## config.mk

```make
export PLATFORM = sky130hd
export DESIGN_NAME = rx_phase_search_flat
export DESIGN_NICKNAME = d
export VERILOG_FILES = /design/src/rtl/rx_phase_search_if.sv /design/src/rtl/rx_phase_search.sv /design/src/flat_wrapper.sv
export SDC_FILE = /design/constraint.sdc
export NUM_CORES = 1
export LEC_CHECK = 0
export CORE_AREA = 3 3 248 250
export CTS_BUF_LIST = sky130_fd_sc_hd__clkbuf_8
export DETAILED_ROUTE_END_ITERATION = 8
export DIE_AREA = 0 0 251 253
export SLEW_MARGIN = 10
export SYNTH_ARGS = -nofsm -noshare
export SYNTH_HDL_FRONTEND = slang
export SYNTH_SLANG_ARGS = --single-unit
```

## constraint.sdc

```tcl
create_clock -name clock -period 7.7 [get_ports clock]
set_input_delay 0.77 -clock clock [delete_from_list [all_inputs] [get_ports clock]]
set_output_delay 0.77 -clock clock [all_outputs]
set_load 0.005 [all_outputs]
```

## src/rtl/rx_phase_search_if.sv

```systemverilog
// Bundle between the sampling-phase controller and the receive path.
//
// Signals:
//   i_start        start a phase search (level or pulse)
//   i_error_count  cumulative 64-bit BER error counter (free-running, may wrap)
//   i_bit_count    cumulative 64-bit BER bit counter (free-running, may wrap)
//   o_offset       sampling offset to the RX buffer selector
//   o_rx_enable    enable to the BER/sync block
//   o_busy         search in progress
//   o_locked       search complete, o_offset holds the best phase
//   o_best_errors  error count of the selected phase
//   o_loss         1-cycle loss-of-lock pulse (monitor build only)
//
// Modports:
//   master  the phase-search controller
//   slave   the receive path / environment
interface rx_phase_search_if #(
    parameter int unsigned NB_OFF = 2,
    parameter int unsigned NB_ERR = 32
);
    logic              i_start;
    logic [63:0]       i_error_count;
    logic [63:0]       i_bit_count;
    logic [NB_OFF-1:0] o_offset;
    logic              o_rx_enable;
    logic              o_busy;
    logic              o_locked;
    logic [NB_ERR-1:0] o_best_errors;
    logic              o_loss;

    modport master (
        input  i_start, i_error_count, i_bit_count,
        output o_offset, o_rx_enable, o_busy, o_locked, o_best_errors, o_loss
    );

    modport slave (
        output i_start, i_error_count, i_bit_count,
        input  o_offset, o_rx_enable, o_busy, o_locked, o_best_errors, o_loss
    );
endinterface

```

## src/rtl/rx_phase_search.sv

```systemverilog
// Sampling-phase controller for the PRBS9+BPSK+RC receive path. Sweeps the
// RX sampling offset over all OS phases, measures errors over a WINDOW_BITS
// bit window per phase using the cumulative BER counters, and locks onto the
// phase with the fewest errors (ties keep the lower offset).
//
// Ports:
//   clock  system clock
//   reset  synchronous, active-high reset
//   bus    rx_phase_search_if.master (start, BER counters in; offset,
//          rx enable, busy, locked, best errors, loss out)
//
// Build option:
//   PHASE_SEARCH_MONITOR_EN  when defined, LOCKED keeps measuring windows at
//                            the locked offset and restarts the search with an
//                            o_loss pulse when a window exceeds LOSS_THRESH
//                            errors or times out. Undefined: o_loss is tied 0.
module rx_phase_search #(
    parameter int unsigned OS          = 4,
    parameter int unsigned NB_OFF      = 2,
    parameter int unsigned WINDOW_BITS = 1023,
    parameter int unsigned SETTLE_CYC  = 4096,
    parameter int unsigned TIMEOUT_CYC = 65536,
    parameter int unsigned NB_ERR      = 32,
    parameter int unsigned LOSS_THRESH = 64
) (
    input  logic                clock,
    input  logic                reset,
    rx_phase_search_if.master   bus
);

    typedef enum logic [2:0] {
        S_IDLE,
        S_SETTLE,
        S_MEASURE,
        S_COMPARE,
        S_LOCKED
    } state_t;

    localparam int unsigned CNT_MAX = (SETTLE_CYC > TIMEOUT_CYC) ? SETTLE_CYC : TIMEOUT_CYC;
    localparam int unsigned CNT_W   = $clog2(CNT_MAX + 1);

    localparam logic [CNT_W-1:0]  SETTLE_LAST  = CNT_W'(SETTLE_CYC - 1);
    localparam logic [CNT_W-1:0]  TIMEOUT_LAST = CNT_W'(TIMEOUT_CYC - 1);
    localparam logic [63:0]       WINDOW       = 64'(WINDOW_BITS);
    localparam logic [63:0]       ERR_MAX      = (64'd1 << NB_ERR) - 64'd1;
    localparam logic [NB_OFF-1:0] LAST_OFF     = NB_OFF'(OS - 1);

    state_t              state_q, state_d;
    logic [NB_OFF-1:0]   off_q, off_d;
    logic                rx_en_q, rx_en_d;
    logic                busy_q, busy_d;
    logic                locked_q, locked_d;
    logic [NB_ERR-1:0]   best_out_q, best_out_d;
    logic [NB_ERR-1:0]   best_err_q, best_err_d;
    logic [NB_OFF-1:0]   best_off_q, best_off_d;
    logic [63:0]         base_bits_q, base_bits_d;
    logic [63:0]         base_err_q, base_err_d;
    logic [CNT_W-1:0]    cnt_q, cnt_d;
    logic [NB_ERR-1:0]   win_err_q, win_err_d;
`ifdef PHASE_SEARCH_MONITOR_EN
    logic                loss_q, loss_d;
    logic                mon_loss;
`endif

    // Window measurement against the snapshot; modular subtraction makes
    // counter wrap transparent.
    logic [63:0]       d_bits, d_err;
    logic              win_done, cnt_expired, meas_end;
    logic [NB_ERR-1:0] err_sat, meas_err;
    logic              take_new;
    logic [NB_ERR-1:0] best_err_nxt;
    logic [NB_OFF-1:0] best_off_nxt;
    logic              begin_search;

    assign d_bits      = bus.i_bit_count - base_bits_q;
    assign d_err       = bus.i_error_count - base_err_q;
    assign win_done    = (d_bits >= WINDOW);
    assign cnt_expired = (cnt_q == TIMEOUT_LAST);
    assign meas_end    = win_done || cnt_expired;
    assign err_sat     = (d_err > ERR_MAX) ? '1 : d_err[NB_ERR-1:0];
    assign meas_err    = win_done ? err_sat : '1;

    // Strict compare: ties keep the earlier (lower) offset.
    assign take_new     = (win_err_q < best_err_q);
    assign best_err_nxt = take_new ? win_err_q : best_err_q;
    assign best_off_nxt = take_new ? off_q : best_off_q;

`ifdef PHASE_SEARCH_MONITOR_EN
    assign mon_loss = meas_end && (!win_done || (d_err > 64'(LOSS_THRESH)));
`endif

    // State register
    always_ff @(posedge clock) begin
        if (reset) begin
            state_q     <= S_IDLE;
            off_q       <= '0;
            rx_en_q     <= 1'b0;
            busy_q      <= 1'b0;
            locked_q    <= 1'b0;
            best_out_q  <= '1;
            best_err_q  <= '1;
            best_off_q  <= '0;
            base_bits_q <= '0;
            base_err_q  <= '0;
            cnt_q       <= '0;
            win_err_q   <= '1;
`ifdef PHASE_SEARCH_MONITOR_EN
            loss_q      <= 1'b0;
`endif
        end else begin
            state_q     <= state_d;
            off_q       <= off_d;
            rx_en_q     <= rx_en_d;
            busy_q      <= busy_d;
            locked_q    <= locked_d;
            best_out_q  <= best_out_d;
            best_err_q  <= best_err_d;
            best_off_q  <= best_off_d;
            base_bits_q <= base_bits_d;
            base_err_q  <= base_err_d;
            cnt_q       <= cnt_d;
            win_err_q   <= win_err_d;
`ifdef PHASE_SEARCH_MONITOR_EN
            loss_q      <= loss_d;
`endif
        end
    end

    // Next-state logic
    always_comb begin
        state_d = state_q;
        case (state_q)
            S_IDLE:    if (bus.i_start) state_d = S_SETTLE;
            S_SETTLE:  if (cnt_q == SETTLE_LAST) state_d = S_MEASURE;
            S_MEASURE: if (meas_end) state_d = S_COMPARE;
            S_COMPARE: state_d = (off_q == LAST_OFF) ? S_LOCKED : S_SETTLE;
            S_LOCKED: begin
                if (bus.i_start) state_d = S_SETTLE;
`ifdef PHASE_SEARCH_MONITOR_EN
                else if (mon_loss) state_d = S_SETTLE;
`endif
            end
            default:   state_d = S_IDLE;
        endcase
    end

    // Output / datapath logic
    always_comb begin
        off_d        = off_q;
        rx_en_d      = rx_en_q;
        busy_d       = busy_q;
        locked_d     = locked_q;
        best_out_d   = best_out_q;
        best_err_d   = best_err_q;
        best_off_d   = best_off_q;
        base_bits_d  = base_bits_q;
        base_err_d   = base_err_q;
        cnt_d        = cnt_q;
        win_err_d    = win_err_q;
        begin_search = 1'b0;
`ifdef PHASE_SEARCH_MONITOR_EN
        loss_d       = 1'b0;
`endif
        case (state_q)
            S_IDLE: begin
                if (bus.i_start) begin_search = 1'b1;
            end
            S_SETTLE: begin
                if (cnt_q == SETTLE_LAST) begin
                    base_bits_d = bus.i_bit_count;
                    base_err_d  = bus.i_error_count;
                    cnt_d       = '0;
                end else begin
                    cnt_d = cnt_q + 1'b1;
                end
            end
            S_MEASURE: begin
                if (meas_end) win_err_d = meas_err;
                else          cnt_d     = cnt_q + 1'b1;
            end
            S_COMPARE: begin
                best_err_d = best_err_nxt;
                best_off_d = best_off_nxt;
                cnt_d      = '0;
                if (off_q != LAST_OFF) begin
                    off_d = off_q + 1'b1;
                end else begin
                    // Uses this cycle's compare result so the last phase can win.
                    off_d      = best_off_nxt;
                    best_out_d = best_err_nxt;
                    busy_d     = 1'b0;
                    locked_d   = 1'b1;
`ifdef PHASE_SEARCH_MONITOR_EN
                    base_bits_d = bus.i_bit_count;
                    base_err_d  = bus.i_error_count;
`endif
                end
            end
            S_LOCKED: begin
                if (bus.i_start) begin
                    begin_search = 1'b1;
                end
`ifdef PHASE_SEARCH_MONITOR_EN
                else if (mon_loss) begin
                    begin_search = 1'b1;
                    loss_d       = 1'b1;
                end else if (meas_end) begin
                    // Window passed: rebase immediately for the next one.
                    base_bits_d = bus.i_bit_count;
                    base_err_d  = bus.i_error_count;
                    cnt_d       = '0;
                end else begin
                    cnt_d = cnt_q + 1'b1;
                end
`endif
            end
            default: ;
        endcase

        if (begin_search) begin
            off_d      = '0;
            rx_en_d    = 1'b1;
            busy_d     = 1'b1;
            locked_d   = 1'b0;
            best_err_d = '1;
            best_off_d = '0;
            cnt_d      = '0;
        end
    end

    assign bus.o_offset      = off_q;
    assign bus.o_rx_enable   = rx_en_q;
    assign bus.o_busy        = busy_q;
    assign bus.o_locked      = locked_q;
    assign bus.o_best_errors = best_out_q;
`ifdef PHASE_SEARCH_MONITOR_EN
    assign bus.o_loss        = loss_q;
`else
    assign bus.o_loss        = 1'b0;
`endif

endmodule

```

## src/flat_wrapper.sv

```systemverilog
// flat-port wrapper written by rule: the top's interface ports become plain ports
module rx_phase_search_flat 
#(
    parameter int unsigned OS          = 4,
    parameter int unsigned NB_OFF      = 2,
    parameter int unsigned WINDOW_BITS = 1023,
    parameter int unsigned SETTLE_CYC  = 4096,
    parameter int unsigned TIMEOUT_CYC = 65536,
    parameter int unsigned NB_ERR      = 32,
    parameter int unsigned LOSS_THRESH = 64
)
  (clock, reset, bus_i_start, bus_i_error_count, bus_i_bit_count, bus_o_offset, bus_o_rx_enable, bus_o_busy, bus_o_locked, bus_o_best_errors, bus_o_loss);
  rx_phase_search_if #(.NB_OFF(NB_OFF), .NB_ERR(NB_ERR)) bus_i ();
  input  logic clock;
  input  logic reset;
  input wire logic [$bits(bus_i.i_start)-1:0] bus_i_start;
  input wire logic [$bits(bus_i.i_error_count)-1:0] bus_i_error_count;
  input wire logic [$bits(bus_i.i_bit_count)-1:0] bus_i_bit_count;
  output wire logic [$bits(bus_i.o_offset)-1:0] bus_o_offset;
  output wire logic [$bits(bus_i.o_rx_enable)-1:0] bus_o_rx_enable;
  output wire logic [$bits(bus_i.o_busy)-1:0] bus_o_busy;
  output wire logic [$bits(bus_i.o_locked)-1:0] bus_o_locked;
  output wire logic [$bits(bus_i.o_best_errors)-1:0] bus_o_best_errors;
  output wire logic [$bits(bus_i.o_loss)-1:0] bus_o_loss;
  assign bus_i.i_start = bus_i_start;
  assign bus_i.i_error_count = bus_i_error_count;
  assign bus_i.i_bit_count = bus_i_bit_count;
  assign bus_o_offset = bus_i.o_offset;
  assign bus_o_rx_enable = bus_i.o_rx_enable;
  assign bus_o_busy = bus_i.o_busy;
  assign bus_o_locked = bus_i.o_locked;
  assign bus_o_best_errors = bus_i.o_best_errors;
  assign bus_o_loss = bus_i.o_loss;
  rx_phase_search #(.OS(OS), .NB_OFF(NB_OFF), .WINDOW_BITS(WINDOW_BITS), .SETTLE_CYC(SETTLE_CYC), .TIMEOUT_CYC(TIMEOUT_CYC), .NB_ERR(NB_ERR), .LOSS_THRESH(LOSS_THRESH)) u_core (.clock(clock), .reset(reset), .bus(bus_i));
endmodule
```

==> out/metrics.csv <==
stage,metric,value,unit
timing,crit path time final,5.80,ns
clocking,clk sinks,251,
synthesis,"Top FF cell, synth",dfxtp_1,
synthesis,Gate Count Post-Synth,2693,
detailed_routing,drt first-iter violations,1430,
timing,"Setup violations, final",0,
timing,Worst slew margin,0.335,
pwr,total chip power,3.32,mW
floorplanning,io pins,169,
worst_setup_path,worst reg2reg endpoint,u_core.win_err_q[28]$_SDFFE_PP1P_,
synthesis,Post-Syn Nets,2986,
final_layout,Non-Filler Instances,3576,
synthesis,top cell type's share of synthesized area,0.258,
clocking,clock latency on the worst-skew pair,0.64,ns
synthesis,Synth Register Bits,251,
timing,Max Freq,0.172,GHz
floorplanning,row count,89,
floorplanning,starting density of the core,0.329,
worst_hold_path,worst hold path class,flop to flop,
timing,Clock Skews,0.0364,ns
final_layout,share of cells above drive strength 1,0.0457,
final_layout,"most common cell after layout, fill and taps aside",nand2_1,
grt,Total GRT Usage,0.192,
synthesis,largest area contributor in the netlist,dfxtp_1,
worst_hold_path,Worst Hold Launch,u_core.bus.o_locked$_SDFFE_PP0P_,
clocking,clk root buf,clkbuf_8,
worst_setup_path,startpoint types,input pin,
detailed_routing,routed vias,19500,
grt,initial antenna violation count,5,
detailed_routing,WL final,63.0,mm
synthesis,Syn Area/Cell,7.24,µm²
final_layout,most frequent cells in the layout,"nand2_1, a21oi_1, dfxtp_1",
worst_setup_path,max incr delay on CP,0.67,ns
synthesis,synth unique cells,90,
pwr,maximum vdd drop,104,µV
final_layout,sequential cell area,5020,µm²
clocking,post-cts sizing count,0,
placed_design,placer's final routability congestion estimate,0.988,
synthesis,asr flop ratio synth,0,
placed_design,detailed placement HPWL,49.2,mm
detailed_routing,drt drc,0,
worst_setup_path,Reg-to-Reg Start,u_core.base_bits_q[9]$_SDFFE_PP0P_,
worst_setup_path,Setup CP Type,input pin to flop,
detailed_routing,TritonRoute pass-1 iters,5,
clocking,CTS tree,yes,
timing,Tcrit/Tclk final,0.753,
worst_setup_path,crit end category,flop,
placed_design,placed insts,3492,
worst_hold_path,Worst Hold End,u_core.bus.o_locked$_SDFFE_PP0P_,
floorplanning,Die H,253,µm
worst_setup_path,worst-path cell chain,clkdlybuf4s50_1 -> ha_1 -> and4_1 -> nand3_1 -> o21a_1 -> o221ai_1 -> a21oi_1 -> o41ai_1 -> xnor2_1 -> a2111oi_0 -> nand3_1 -> or4_1 -> a21o_1 -> o32a_2,
timing,"Slew Viols, Final",0,
worst_setup_path,CP most frequent cell,nand3_1,
final_layout,nets@finish,3061,
final_layout,Layout Utilization,0.381,
worst_setup_path,WP data arrival,6.33,ns
clocking,CTS Buf Count,47,
worst_setup_path,worst reg2reg path depth,14,
timing,Least-Margin Pin Slew,0.997,ns
pwr,Leak,8.37,nW
timing,Final Hold Fails,0,
clocking,Worst-path clk slew,0.06,ns
floorplanning,Die W,251,µm
synthesis,Syn Std Cell Area,19500,µm²
floorplanning,core area,59200,µm²
worst_setup_path,Crit-path slowest cell,a2111oi_0,
grt,global-route congestion overflow total,0,
placed_design,Placed Area,21600,µm²
floorplanning,die area,63500,µm²
worst_hold_path,Hold Path Cell Cnt,2,
final_layout,Area Growth Syn to Fin,15.9,%
timing,RSZ-0062 raised after global routing,no,
run_status,status,finished clean,
synthesis,Ys Warns,0,
clocking,hold buffers post-CTS,0,
grt,number of global-route vias before repair,17900,
run,maxcap violations,0,
clocking,setup bufs post-CTS,0,
worst_setup_path,Crit Path Max Fanout,32,
grt,largest net degree at the start of global routing,83,
detailed_routing,vias per cell,5.45,
clocking,H-tree levels,2,
worst_setup_path,worst endpoint required time,8.22,ns
synthesis,register area share after synthesis,0.258,
detailed_routing,WL/cell,17.6,µm
grt,global-route wire length before repair,99.3,mm
final_layout,FILL cells,6309,
synthesis,leading post-synthesis cells by cell area,"dfxtp_1, ha_1, a21oi_1, nand2_1, inv_1",
timing,setup TNS,0,ns
pwr,Pwr Density,147,nW/µm²
synthesis,Post-synth EDFFs,0,
clocking,clk buf depth,3,
detailed_routing,DRT antenna net count,0,
placed_design,PortBufs,167,
final_layout,design area,22600,µm²
final_layout,Multi-input gate area,13100,µm²
worst_setup_path,reg2reg setup slack,2.16,ns
stage by stage:
stage	hold slack [ns]	setup slack, ns
after floorplan	0.433	2.85
after global placement	0.440	1.44
after detailed placement	0.439	1.38
after CTS	0.449	2.08
after global routing	0.467	1.67
final	0.444	1.90
flip-flops by register name, indices dropped and copies added, names as in the netlist:
| name | count |
|---|---|
| u_core.state_q | 3 |
| u_core.win_err_q | 32 |
| u_core.cnt_q | 17 |
| u_core.bus.o_offset | 2 |
| u_core.bus.o_busy | 1 |
| u_core.best_off_q | 2 |
| u_core.best_err_q | 32 |
| u_core.bus.o_locked | 1 |
| u_core.base_bits_q | 64 |
| u_core.bus.o_best_errors | 32 |
| u_core.bus.o_rx_enable | 1 |
| u_core.base_err_q | 64 |
worst max-delay path, delay by kind of cell:
family | cells | cell delay (ns)
XOR/XNOR | 1 | 0.11
adder cells (fa/ha/maj) | 1 | 0.50
buffers and inverters | 1 | 0.44
AO/OA/AOI/OAI | 7 | 3.21
AND/OR/NAND/NOR | 4 | 1.28
cells in the mapped netlist (10+ instances only):
library cell	count
nand2_1	461
a21oi_1	354
dfxtp_1	251
inv_1	195
nor2_1	180
ha_1	160
o21ai_0	113
clkbuf_1	110
nand4_1	84
a21o_1	66
xnor2_1	49
o211ai_1	48
xor2_1	45
mux2i_1	43
nand3_1	39
buf_2	38
o32a_1	31
nor3_1	29
o21bai_1	23
o21a_1	22
a31oi_1	21
a211oi_1	20
and3_1	19
nand2b_1	19
nor4_1	19
o21ai_1	18
o31ai_1	13
a221oi_1	12
or2_2	12
and4_1	11
nor2b_1	11
or3_1	10
power breakdown:
group          switching [mW]  leakage, nW  internal (mW)  total [mW]
registers             0.00214         2.03           1.30        1.30
logic                   0.407         5.78          0.253       0.661
clock network           0.614        0.559          0.742        1.36
total                    1.02         8.37           2.30        3.32
cells by family (layout without fill, tap and decap cells):
kind of cell,after synthesis,count (layout),share of synthesized area
flip-flops,251,251,0.258
AND/OR/NAND/NOR,937,937,0.219
buffers and inverters,349,457,0.0713
other,1,3,0.000192
AO/OA/AOI/OAI,854,854,0.281
XOR/XNOR,94,94,0.0422
multiplexers,45,45,0.0232
adder cells (fa/ha/maj),162,162,0.105
final cells by class:
cell class,count,area share
multi-input cells,2093,0.581
flip-flops and latches,251,0.222
repair buffers,180,0.0782
well taps,773,0.0428
clock buffers,57,0.0347
inverters,195,0.0324
clock inverters,25,0.00864
diodes,2,0.000221
layer usage:
| layer | vias to the layer above | global-route usage | wire, µm |
|---|---|---|---|
| li1 | 9799 | - | - |
| met4 | 6 | 0.0527 | 1680 |
| met3 | 115 | 0.0409 | 4060 |
| met1 | 9014 | 0.278 | 31300 |
| met5 | - | 0 | 41 |
| met2 | 552 | 0.287 | 26000 |
worst max path at each step:
stage | slack [ns] | startpoint | endpoint
floorplan | 2.85 | bus_i_bit_count[0] | u_core.win_err_q[0]$_SDFFE_PP1P_
global placement | 1.44 | bus_i_bit_count[9] | u_core.win_err_q[28]$_SDFFE_PP1P_
detailed placement | 1.38 | bus_i_bit_count[9] | u_core.win_err_q[31]$_SDFFE_PP1P_
CTS | 2.08 | bus_i_bit_count[9] | u_core.win_err_q[28]$_SDFFE_PP1P_
global route | 1.67 | bus_i_bit_count[9] | u_core.win_err_q[28]$_SDFFE_PP1P_
finish | 1.90 | bus_i_bit_count[9] | u_core.win_err_q[28]$_SDFFE_PP1P_
(Power assumes the default switching activity.)
